## config.mk

```make
export PLATFORM = sky130hd
export DESIGN_NAME = operand_fetch
export DESIGN_NICKNAME = d
export VERILOG_FILES = /design/src/rtl/operand_fetch.sv
export SDC_FILE = /design/constraint.sdc
export NUM_CORES = 1
export LEC_CHECK = 0
export BUFFER_PORTS_ARGS = -buffer_cell sky130_fd_sc_hd__buf_2
export CORE_AREA = 2 2 120 122
export DETAILED_ROUTE_END_ITERATION = 12
export DIE_AREA = 0 0 122 124
export PLACE_DENSITY = 0.73
export SYNTH_ARGS = -nofsm -noshare
export SYNTH_HDL_FRONTEND = slang
export SYNTH_SLANG_ARGS = --single-unit
```

## constraint.sdc

```tcl
create_clock -name clock -period 1.33 [get_ports clock]
set_input_delay 0.133 -clock clock [delete_from_list [all_inputs] [get_ports clock]]
set_output_delay 0.133 -clock clock [all_outputs]
set_load 0.01 [all_outputs]
```

## src/rtl/operand_fetch.sv

```systemverilog
// Register-read stage between decode and execute: drives the synchronous-read register
// file, bypasses same-cycle writebacks and holds {pc, instr, rs1, rs2} behind valid/ready.
module operand_fetch #(
    parameter int XLEN    = 32,
    parameter int ZERO_X0 = 1
) (
    input  logic            clock,
    input  logic            reset_n,
    input  logic            flush,
    input  logic            in_valid,
    output logic            in_ready,
    input  logic [XLEN-1:0] in_instr,
    input  logic [XLEN-1:0] in_pc,
    output logic [4:0]      addr_rs1,
    output logic [4:0]      addr_rs2,
    input  logic [XLEN-1:0] R_data_rs1,
    input  logic [XLEN-1:0] R_data_rs2,
    input  logic            wb_enable,
    input  logic [4:0]      wb_addr,
    input  logic [XLEN-1:0] wb_data,
    output logic            out_valid,
    input  logic            out_ready,
    output logic [XLEN-1:0] out_pc,
    output logic [XLEN-1:0] out_instr,
    output logic [XLEN-1:0] out_rs1_val,
    output logic [XLEN-1:0] out_rs2_val
);

    typedef enum logic {
        EMPTY = 1'b0,
        FULL  = 1'b1
    } state_t;

    state_t          state_p1;
    logic            vld_p1;
    logic [XLEN-1:0] pc_p1;
    logic [XLEN-1:0] instr_p1;

    logic            accept_p0;
    logic            fwd_hit_rs1_p0;
    logic            fwd_hit_rs2_p0;
    logic            fwd_flag_rs1_p1;
    logic            fwd_flag_rs2_p1;
    logic [XLEN-1:0] fwd_data_rs1_p1;
    logic [XLEN-1:0] fwd_data_rs2_p1;

    // x0 forcing beats the bypass, which beats the register file's (possibly stale) data
    function automatic logic [XLEN-1:0] resolve_operand(
        input logic [4:0]      addr,
        input logic            flag,
        input logic [XLEN-1:0] fdata,
        input logic [XLEN-1:0] rdata
    );
        if ((ZERO_X0 != 0) && (addr == 5'd0)) begin
            return '0;
        end
        return flag ? fdata : rdata;
    endfunction

    // ---- p0: handshake, read-address mux and collision detect
    assign in_ready  = (state_p1 == EMPTY) || out_ready;
    assign accept_p0 = in_valid && in_ready && !flush;

    // Stalled entries keep re-reading so their operands follow later writebacks
    assign addr_rs1 = accept_p0 ? in_instr[19:15] : instr_p1[19:15];
    assign addr_rs2 = accept_p0 ? in_instr[24:20] : instr_p1[24:20];

    assign fwd_hit_rs1_p0 = wb_enable && (wb_addr == addr_rs1) && (addr_rs1 != 5'd0);
    assign fwd_hit_rs2_p0 = wb_enable && (wb_addr == addr_rs2) && (addr_rs2 != 5'd0);

    // ---- p1: held entry and bypass registers
    always_ff @(posedge clock or negedge reset_n) begin
        if (!reset_n) begin
            state_p1 <= EMPTY;
            vld_p1   <= 1'b0;
            pc_p1    <= '0;
            instr_p1 <= '0;
        end else if (accept_p0) begin
            state_p1 <= FULL;
            vld_p1   <= 1'b1;
            pc_p1    <= in_pc;
            instr_p1 <= in_instr;
        end else if ((state_p1 == FULL) && (out_ready || flush)) begin
            state_p1 <= EMPTY;
            vld_p1   <= 1'b0;
        end
    end

    always_ff @(posedge clock or negedge reset_n) begin
        if (!reset_n) begin
            fwd_flag_rs1_p1 <= 1'b0;
            fwd_flag_rs2_p1 <= 1'b0;
        end else begin
            fwd_flag_rs1_p1 <= fwd_hit_rs1_p0;
            fwd_flag_rs2_p1 <= fwd_hit_rs2_p0;
        end
    end

    always_ff @(posedge clock) begin
        fwd_data_rs1_p1 <= wb_data;
        fwd_data_rs2_p1 <= wb_data;
    end

    assign out_valid   = vld_p1;
    assign out_pc      = pc_p1;
    assign out_instr   = instr_p1;
    assign out_rs1_val = resolve_operand(instr_p1[19:15], fwd_flag_rs1_p1, fwd_data_rs1_p1, R_data_rs1);
    assign out_rs2_val = resolve_operand(instr_p1[24:20], fwd_flag_rs2_p1, fwd_data_rs2_p1, R_data_rs2);

endmodule

```

==> flow_summary.toml <==
[final_layout]
drive_above_1_share_pct = 51.7
syn2layout_area_growth_pct = 94.5
layout.cells.non_filler = 1125
finalNetCount = 1111
diodes = 0
utilization_pct = 62.9

[placed_design]
numPortBuffers = 310
place.gp.congestion = 0.901
hpwlAfterDp_mm = 12.6
dp.cells = 992

[synthesis]
yosys_warnings = 0
seq_area_frac_synth_pct = 52.2
synthCells = 492
synth_area_per_cell_um2 = 9.02
synth_nets = 663
synth.distinct_cells = 36
synthesis.area_um2 = 4440
ys_ff_latch = 99

[sta]
drv_slew = 0
finalHoldViolCount = 0
rsz0062_at_grt = "true"
maxSlewHeadroom_pct = 56.0
finalSetupViolations = 129
period_minus_slack_ns = 1.97
worst_slack_ns = -0.639
finalClockSkew_ns = 0.00646
timing.final.crit_share_pct = 148
tightest_slew_ns = 0.642
max_freq_mhz = 508

[clock_tree]
clock_path_buffers = 2
path_clk_slew_ns = 0.07
clock_sinks = 99
h-tree-depth = 3
clock-root-buffer = "clkbuf_16"
tritoncts = "done"
clock_latency_ns = 0.34
cts_made_buffers = 9

[route]
drt_iter0_drc = 198
drc_errors = 0
finalWirelength_mm = 19.8
firstDrtPassIters = 4
ant_nets = 0
vias_per_cell = 4.73
wl_per_cell_um = 17.6
num_vias = 5326

[grt]
grt_antenna_before_repair = 0
track_usage_pct = 23.2
grt_pass1_wl_mm = 26.7
grt_start_max_net_pins = 49
grt_overflow = 0
grt_pass1_vias = 5207

[worst_setup_path]
startpoint_type = "flop"
cp_slowest_cell = "or4_4"
critPathKind = "reg -> out"
reg2reg_to = "fwd_flag_rs2_p1$_DFF_PN0_"
crit_fanout = 20
arrival_ns = 1.84
r2r_slack_ns = -0.42
cp_slowest_stage_delay_ns = 0.54
r2r_cells = 6
worstReg2RegStart = "out_valid$_DFFE_PN0P_"
endpoint_kind = "output pin"
critical_path.cell_chain = "or4_4, nor2_4, buf_12, nor2_1, buf_2"
critPathRequiredTime_ns = 1.20

[status]
violations = "setup timing"
outcome = "complete, but fails checks"

[pwr]
p_comb_share_pct = 33.3
peakVddDrop_mv = 0.614
cellInternalPower_mw = 6.23
p_sw_share_pct = 31.8
pwr-share-clk_pct = 27.4
finalPower_mw = 9.13
power_density_nw_per_um2 = 1060
pwr-share-seq_pct = 39.3
p_sw_mw = 2.90
p_leak_nw = 4.38

[worst_hold_path]
hold_path_end = "out_instr[27]$_DFFE_PN0N_"
hold_class = "in -> reg"
holdPathStages = 3
min-delay-start = "in_instr[27]"

[run]
drv_cap = 0

[floorplanning]
dieArea_um2 = 15100
io_pins = 311
start_util_pct = 32.3
placementRows = 43
die_w_um = 122
fp.dieH_um = 124
coreArea_um2 = 13700
==> state kept, by name, summed over array words and instances, names as in the netlist <==
| name | count |
|---|---|
| fwd_data_rs2_p1 | 32 |
| out_instr | 32 |
| out_pc | 32 |
| fwd_flag_rs1_p1 | 1 |
| fwd_flag_rs2_p1 | 1 |
| out_valid | 1 |
==> per-stage QoR <==
stage | setup TNS, ns | setup slack (ns) | hold WS (ns) | area, um2
finish | -53.29 | -0.639 | 0.00944 | 8630
global route | -60.82 | -0.701 | 0.0138 | 8630
CTS | -46.78 | -0.663 | 0.0119 | 8140
detailed placement | -18.48 | -0.290 | 0.155 | 6540
global placement | -17.71 | -0.276 | 0.151 | 6540
floorplan | -11.51 | -0.192 | -0.163 | 4560
==> power by group through the flow <==
stage                     Sequential [mW]  Combinational (mW)  Clock (mW)
after floorplan                      3.72               0.914           0
after global placement               3.58                2.24           0
after detailed placement             3.58                2.29           0
after CTS                            3.53                2.75        2.57
after global routing                 3.62                3.26        2.71
final                                3.58                3.04        2.50
==> final cells by class <==
class                           instances  area (um2)
Clock buffer                           11         243
Clock inverter                          5        36.3
Fill cell                            1079        5090
Inverter                                5        23.8
Multi-Input combinational cell        361        2330
Sequential cell                        99        2320
Tap cell                              180         225
Timing Repair Buffer                  464        3450
==> what timing repair did <==
| item | in CTS | in global routing |
|---|---|---|
| buffers inserted | 19 | 11 |
| cloned | 1 | 8 |
| gates resized for setup | 69 | 97 |
| hold endpoints to repair | 151 | 0 |
| pin swaps | 5 | 31 |
| endpoints found under the setup margin | 93 | 136 |
| hold buffers | 85 | 0 |
==> placed cells by master, fill, tap and decap left out, types with 3 or more instances in the layout <==
cell,synthesis,layout
a21oi_1,3,3
nand2_4,0,10
buf_2,19,291
inv_1,4,4
buf_12,0,14
inv_6,0,3
xor2_1,4,4
nand2_2,1,48
buf_4,3,23
mux2i_1,64,64
dlygate4sd3_1,0,85
nand2_1,181,123
dfrtp_1,67,65
nor2_4,0,11
nor2_1,70,61
o21ai_0,4,3
mux2_4,3,6
buf_8,0,4
buf_6,0,40
clkbuf_16,0,15
dfxtp_1,32,32
==> synthesized netlist by cell type (all sizes together) <==
cell       n  area (um2)
dfxtp     32         641
buf       24         125
o221a      1        11.3
nand2    182         686
o221ai     1        15.0
or4        3        22.5
inv        5        18.8
and3       1        6.26
o2bb2ai    2        17.5
mux2i     64         641
nor4       2        25.0
nor3       1        5.00
a211oi     2        15.0
nor2b      2        20.0
dfrtp     67        1680
o22ai      1        6.26
xor2       4        35.0
and2       1        6.26
nand3      2        10.0
o21ai      5        25.0
a22o       1        8.76
and2b      1        7.51
mux2       6        78.8
clkbuf     3        11.3
or2        2        12.5
nand2b     1        13.8
a21oi      3        15.0
nor2      73         282
==> cells by family (layout without fill, tap and decap cells) <==
| group | Yosys count | count (layout) | share of synthesized area, % |
|---|---|---|---|
| mux | 70 | 70 | 16.2 |
| simple gates | 271 | 271 | 24.7 |
| xor+xnor | 4 | 4 | 0.790 |
| compound gates | 16 | 16 | 2.57 |
| flops | 99 | 99 | 52.2 |
| buf+inv | 32 | 485 | 3.50 |
==> worst max path at each step <==
stage | end | depth (start not counted) | from | slack (ns)
final | out_rs2_val[27] | 5 | out_instr[22]$_DFFE_PN0N_ | -0.64
after global routing | out_rs2_val[26] | 5 | out_instr[23]$_DFFE_PN0N_ | -0.70
after CTS | out_rs2_val[27] | 5 | out_instr[22]$_DFFE_PN0N_ | -0.66
after detailed placement | out_rs2_val[27] | 5 | out_instr[22]$_DFFE_PN0N_ | -0.29
after global placement | out_rs2_val[8] | 5 | out_instr[22]$_DFFE_PN0N_ | -0.28
after floorplan | fwd_flag_rs2_p1$_DFF_PN0_ | 5 | out_valid$_DFFE_PN0P_ | -0.19
==> critical path: cells and delay by family (launching register included) <==
family / cells / cell delay, ns
simple gates: 3 / 0.79
flops: 1 / 0.37
buf+inv: 2 / 0.33
==> layer usage <==
metal	global-route usage, %	vias to the layer above	share of wire, %	wire length [um]
met1	25.2	2524	36	7030
met4	8.48	0	3.9	778
met5	0	-	0	0
met3	6.68	63	8.1	1590
met2	42.8	266	53	10400
li1	-	2473	-	-
(Power assumes the default switching activity.)
